--- src/rtl/prime_decode_pkg.sv ---
// prime_decode_pkg: shared FSM/counter types and the expected-prime table
package prime_decode_pkg;
  typedef enum logic [1:0] {IDLE, HIGH, LOW} state_t;
  typedef enum logic [1:0] {CNT_HOLD, CNT_CLR, CNT_LD1, CNT_INC} cnt_op_t;
  localparam int PRIME_TBL_DEPTH = 32;
  localparam logic [7:0] PRIMES [PRIME_TBL_DEPTH] = '{
    8'd2, 8'd3, 8'd5, 8'd7, 8'd11, 8'd13, 8'd17, 8'd19,
    8'd23, 8'd29, 8'd31, 8'd37, 8'd41, 8'd43, 8'd47, 8'd53,
    8'd59, 8'd61, 8'd67, 8'd71, 8'd73, 8'd79, 8'd83, 8'd89,
    8'd97, 8'd101, 8'd103, 8'd107, 8'd109, 8'd113, 8'd127, 8'd131
  };
endpackage

--- src/rtl/sat_counter.sv ---
// sat_counter: 32-bit saturating counter with clear/load-1/hold/increment
module sat_counter
  import prime_decode_pkg::*;
(
  input  logic        clk,
  input  logic        rst,
  input  cnt_op_t     op,
  output logic [31:0] q
);
  always_ff @(posedge clk)
    if (rst) q <= '0;
    else q <= op == CNT_CLR ? '0 : op == CNT_LD1 ? 32'd1 : op == CNT_INC && q != '1 ? q + 32'd1 : q;
endmodule

--- src/rtl/prime_seq_decoder.sv ---
// prime_seq_decoder: counts pulse bursts into values, flags sequence end; PRIME_DECODE_CHECK_EN adds prime checking
module prime_seq_decoder
  import prime_decode_pkg::*;
#(
  parameter logic [31:0] PULSE_MIN     = 32'h003D_0900,
  parameter logic [31:0] PRIME_GAP_MIN = 32'h00B7_1B00,
  parameter logic [31:0] SEQ_GAP_MIN   = 32'h016E_3600,
  parameter int          VAL_WIDTH     = 8
) (
  input  logic                 clk,
  input  logic                 rst,
  input  logic                 prime_seq,
  output logic [VAL_WIDTH-1:0] prime_val,
  output logic                 prime_valid,
  output logic [31:0]          prime_idx,
  output logic                 seq_end,
  output logic                 prime_err
);
  logic s_q;
  state_t state, state_d;
  cnt_op_t hi_op, lo_op;
  logic [31:0] hi_cnt, lo_cnt;
  logic [VAL_WIDTH-1:0] pulse_cnt, pulse_d;
  logic accept, gap_hit, seq_hit;
  sat_counter u_hi (.clk(clk), .rst(rst), .op(hi_op), .q(hi_cnt));
  sat_counter u_lo (.clk(clk), .rst(rst), .op(lo_op), .q(lo_cnt));
  assign accept  = hi_cnt >= PULSE_MIN;
  assign gap_hit = state == LOW && lo_cnt == PRIME_GAP_MIN && pulse_cnt != '0;
  assign seq_hit = state == LOW && lo_cnt == SEQ_GAP_MIN;
  always_comb begin
    state_d = state;
    hi_op   = CNT_HOLD;
    lo_op   = CNT_HOLD;
    pulse_d = pulse_cnt;
    case (state)
      IDLE: begin
        lo_op   = CNT_CLR;
        pulse_d = '0;
        state_d = s_q ? HIGH : IDLE;
        hi_op   = s_q ? CNT_LD1 : CNT_HOLD;
      end
      HIGH: begin
        hi_op   = s_q ? CNT_INC : CNT_HOLD;
        state_d = s_q ? HIGH : LOW;
        lo_op   = s_q ? CNT_HOLD : accept ? CNT_LD1 : CNT_INC;
        pulse_d = !s_q && accept && pulse_cnt != '1 ? pulse_cnt + VAL_WIDTH'(1) : pulse_cnt;
      end
      LOW: begin
        pulse_d = gap_hit ? '0 : pulse_cnt;
        lo_op   = s_q ? CNT_HOLD : CNT_INC;
        hi_op   = s_q ? CNT_LD1 : CNT_HOLD;
        state_d = seq_hit ? IDLE : s_q ? HIGH : LOW;
      end
      default: state_d = IDLE;
    endcase
  end
  always_ff @(posedge clk)
    if (rst) begin
      s_q         <= 1'b0;
      state       <= IDLE;
      pulse_cnt   <= '0;
      prime_val   <= '0;
      prime_valid <= 1'b0;
      prime_idx   <= '0;
      seq_end     <= 1'b0;
    end else begin
      s_q         <= prime_seq;
      state       <= state_d;
      pulse_cnt   <= pulse_d;
      prime_valid <= gap_hit;
      seq_end     <= seq_hit;
      prime_val   <= gap_hit ? pulse_cnt : prime_val;
      prime_idx   <= seq_hit ? '0 : gap_hit ? prime_idx + 32'd1 : prime_idx;
    end
`ifdef PRIME_DECODE_CHECK_EN
  always_ff @(posedge clk)
    if (rst) prime_err <= 1'b0;
    else prime_err <= gap_hit && prime_idx < 32'(PRIME_TBL_DEPTH) && pulse_cnt != VAL_WIDTH'(PRIMES[prime_idx[4:0]]);
`else
  assign prime_err = 1'b0;
`endif
endmodule

--- config.mk ---
export PLATFORM = sky130hd
export DESIGN_NAME = prime_seq_decoder
export DESIGN_NICKNAME = d
export VERILOG_FILES = /design/src/rtl/prime_decode_pkg.sv /design/src/rtl/sat_counter.sv /design/src/rtl/prime_seq_decoder.sv
export SDC_FILE = /design/constraint.sdc
export NUM_CORES = 1
export LEC_CHECK = 0
export BUFFER_PORTS_ARGS = -buffer_cell sky130_fd_sc_hd__buf_4
export CAP_MARGIN = 15
export CELL_PAD_IN_SITES_DETAIL_PLACEMENT = 1
export CELL_PAD_IN_SITES_GLOBAL_PLACEMENT = 1
export CORE_ASPECT_RATIO = 1.25
export CORE_UTILIZATION = 46
export CTS_BUF_LIST = sky130_fd_sc_hd__clkbuf_8 sky130_fd_sc_hd__clkbuf_16
export DETAILED_ROUTE_END_ITERATION = 8
export PLACE_DENSITY_LB_ADDON = 0.1
export SLEW_MARGIN = 20
export SYNTH_ARGS = -nofsm -noshare
export SYNTH_HDL_FRONTEND = slang
export SYNTH_HIERARCHICAL = 1
export SYNTH_SLANG_ARGS = --single-unit
--- constraint.sdc ---
create_clock -name clk -period 3.36 [get_ports clk]
set_input_delay 0.504 -clock clk [delete_from_list [all_inputs] [get_ports clk]]
set_output_delay 0.504 -clock clk [all_outputs]
set_load 0.01 [all_outputs]
==> flow_summary.yaml <==
status:
  status: "completed"
critical_path:
  end_kind: "register"
  cp.required_ns: 3.71
  crit_chain: "nor4_1, o2111ai_1, nor3_1, nor2_1, o22ai_1, and3_1, or4b_2, or4_1, a21oi_1"
  cpPeakStageDelay_ns: 0.61
  critPathLaunchType: "register"
  critPathTopFamily: "simple AND/OR/NAND/NOR gates"
  worst_path_max_delay_cell: "or4b_2"
  arrival_ns: 3.43
  critPathKind: "register to register"
  cp_num_buf_inv: 0
  cp_max_fo: 5
cells_and_area:
  utilization: 0.550
  nets: 816
  drive_gt1_frac: 0.142
  layout.cells.non_filler: 989
  syn_to_final_growth_pct: 16.1
  antenna_cells: 0
  post-route-cell-area_sq_um: 7350
floorplan:
  start_util: 0.474
  row_count: 47
  die_w_microns: 107
  dieHeight_microns: 133
  io_pins: 46
  dieArea_sq_um: 14200
  core-area_sq_um: 13300
clocking:
  post_cts_buffers: 0
  clkLatencyLatePin_ns: 0.42
  cts_buffer_depth: 2
  tritoncts: "built"
  numCtsBuffers: 17
  cts-root-buf: "clkbuf_16"
  cts_hold_buf: 0
  clock-sinks: 117
  cts.clk_slew.worst_paths_ns: 0.05
  htreeDepth: 4
sta:
  tightest_slew_ns: 0.705
  tns_ns: 0
  setup-violations-final: 0
  slew-limit-headroom: 0.530
  min_period_ns: 3.08
  min_period_over_period: 0.916
  maxSlewViolCount: 0
  skew_ns: 0.00385
  finalHoldViolCount: 0
  rsz0062_at_grt: "no"
  timing.hold.ws_ns: 0.303
  fmax_mhz: 325
global_routing:
  grt_pass1_wl_microns: 30300
  grt_pass1_vias: 6283
  antenna_found_initial: 0
  grtUsageTotal: 0.267
  grt_max_degree: 57
  grt_overflow: 0
worst_hold_path:
  hold_class: "input port to register"
drt:
  first_iter_violations: 420
  drc: 0
  vias: 6270
  wirelength_microns: 18300
  ant_nets: 0
  firstDrtPassIters: 4
  via_per_inst: 6.34
  detail_route.wl_per_cell_microns: 18.5
placed_design:
  io_buffer_count: 44
  routabilityCongestion: 0.888
  place_inst: 960
  placed_area_sq_um: 6790
  dp_hpwl_microns: 12600
yosys:
  yosysWarnings: 6
  yosysSeqAreaShare: 0.370
  synth-edff-count: 0
  synthArstFlopShare: 0
  avgSynthCellArea_sq_um: 8.23
  ys_ff_latch: 117
  synth_ff_type: "dfxtp_1"
  yosysUniqueCellTypes: 58
  synth_fp_nets: 777
  syn_inst: 769
  synthesis.area_sq_um: 6330
job:
  max_cap_violations: 0
power:
  peakVddDrop_uv: 259
  p_leak_uw: 0.00242
  powerDensity_nw_per_um2: 432
[routing by layer]
metal | wire, microns | track usage | share of wire
met2 | 9450 | 0.484 | 0.52
met1 | 7860 | 0.301 | 0.43
met3 | 552 | 0.0484 | 0.030
met4 | 432 | 0.123 | 0.024
met5 | 0 | 0 | 0
[through the flow]
step / power [uW] / setup WS, ns
finish: 3170 / 0.281
global route: 3270 / 0.0430
CTS: 3210 / 0.223
detailed placement: 1510 / 0.248
global placement: 1510 / 0.304
floorplan: 1480 / 0.749
[cell families after synthesis]
kind of cell / share of synthesized area
simple gates: 0.349
compound gates: 0.166
flops: 0.370
buf+inv: 0.0449
mux: 0.0447
xor+xnor: 0.0152
fa+ha+maj: 0.00989
other cells: 0.000593
[final timing paths]
path                                     from             to  slack [ns]  cells after the start
worst max-delay path               u_hi/q[31]     u_lo/q[29]        0.28                      9
worst min-delay path                prime_seq            s_q        0.30                      2
worst max register to register     u_hi/q[31]     u_lo/q[29]        0.28                      9
worst min register to register  prime_idx[31]  prime_idx[31]        0.48                      2
[power breakdown]
part           internal (uW)  leakage [uW]  switching [uW]
Clock                   1070      0.000284             619
Sequential              1390      0.000943            7.17
Combinational           27.1       0.00119            59.7
[synth_stat cells, drive strengths merged, types with 2 or more instances]
cell / instances / area, sq um
or4: 50 / 389
mux2i: 26 / 260
and3: 9 / 58.8
xor2: 7 / 61.3
nand2b: 19 / 119
a41oi: 2 / 17.5
inv: 17 / 63.8
nor3: 12 / 60.1
nor4bb: 2 / 20.0
mux2: 2 / 22.5
a31oi: 3 / 18.8
ha: 5 / 62.6
nand3: 34 / 170
or4b: 4 / 40.0
nor4b: 3 / 26.3
clkbuf: 19 / 71.3
or3: 28 / 176
nor4: 34 / 213
o211ai: 14 / 105
buf: 21 / 149
and4: 9 / 78.8
a311oi: 2 / 17.5
o31ai: 30 / 225
o21ba: 2 / 20.0
nand2: 85 / 319
a21oi: 59 / 295
nor2: 41 / 154
xnor2: 4 / 35.0
nand4: 39 / 263
dfxtp: 117 / 2340
nand4bb: 3 / 33.8
o21ai: 29 / 145
a211oi: 2 / 20.0
a41o: 2 / 22.5
o31a: 5 / 43.8
o21bai: 4 / 37.5
o21a: 5 / 37.5
and2: 8 / 50.1
or2: 5 / 31.3
[flip-flops by register name, summed over array words and instances (netlist names)]
| name | flops |
|---|---|
| prime_idx | 32 |
| prime_val | 8 |
| prime_valid | 1 |
| pulse_cnt | 8 |
| s_q | 1 |
| seq_end | 1 |
| state | 2 |
| u_hi/q | 32 |
| u_lo/q | 32 |
[timing repair]
| action | CTS | global route |
|---|---|---|
| gates resized for setup | 0 | 1 |
| hold endpoints to repair | 0 | 0 |
| setup endpoints to repair | 0 | 1 |
[worst register-to-register path, cell delays in order (launching register included)]
cell	delay [ns]
dfxtp_1	0.35
nor4_1	0.43
o2111ai_1	0.22
nor3_1	0.17
nor2_1	0.06
o22ai_1	0.30
and3_1	0.28
or4b_2	0.61
or4_1	0.42
a21oi_1	0.16
[area by class of cell]
type                    instances  area [sq um]
clock buffers                  21           480
flip-flops and latches        117          2340
fillers                      1620          6000
well taps                     171           214
repair buffers                 60           463
multi-input cells             595          3720
clock inverters                 8          61.3
inverters                      17          63.8
[cells in the final DEF (no fill, tap or decap), types with 26 or more instances in the layout]
cell     instances
buf_4           59
dfxtp_1        117
nand2_1         85
nor4_1          33
mux2i_1         26
nor2_1          41
o21ai_0         27
nand3_1         34
nand4_1         36
o31ai_1         30
or4_1           45
a21oi_1         59
or3_1           27
Power figures use the tool's default switching activity.
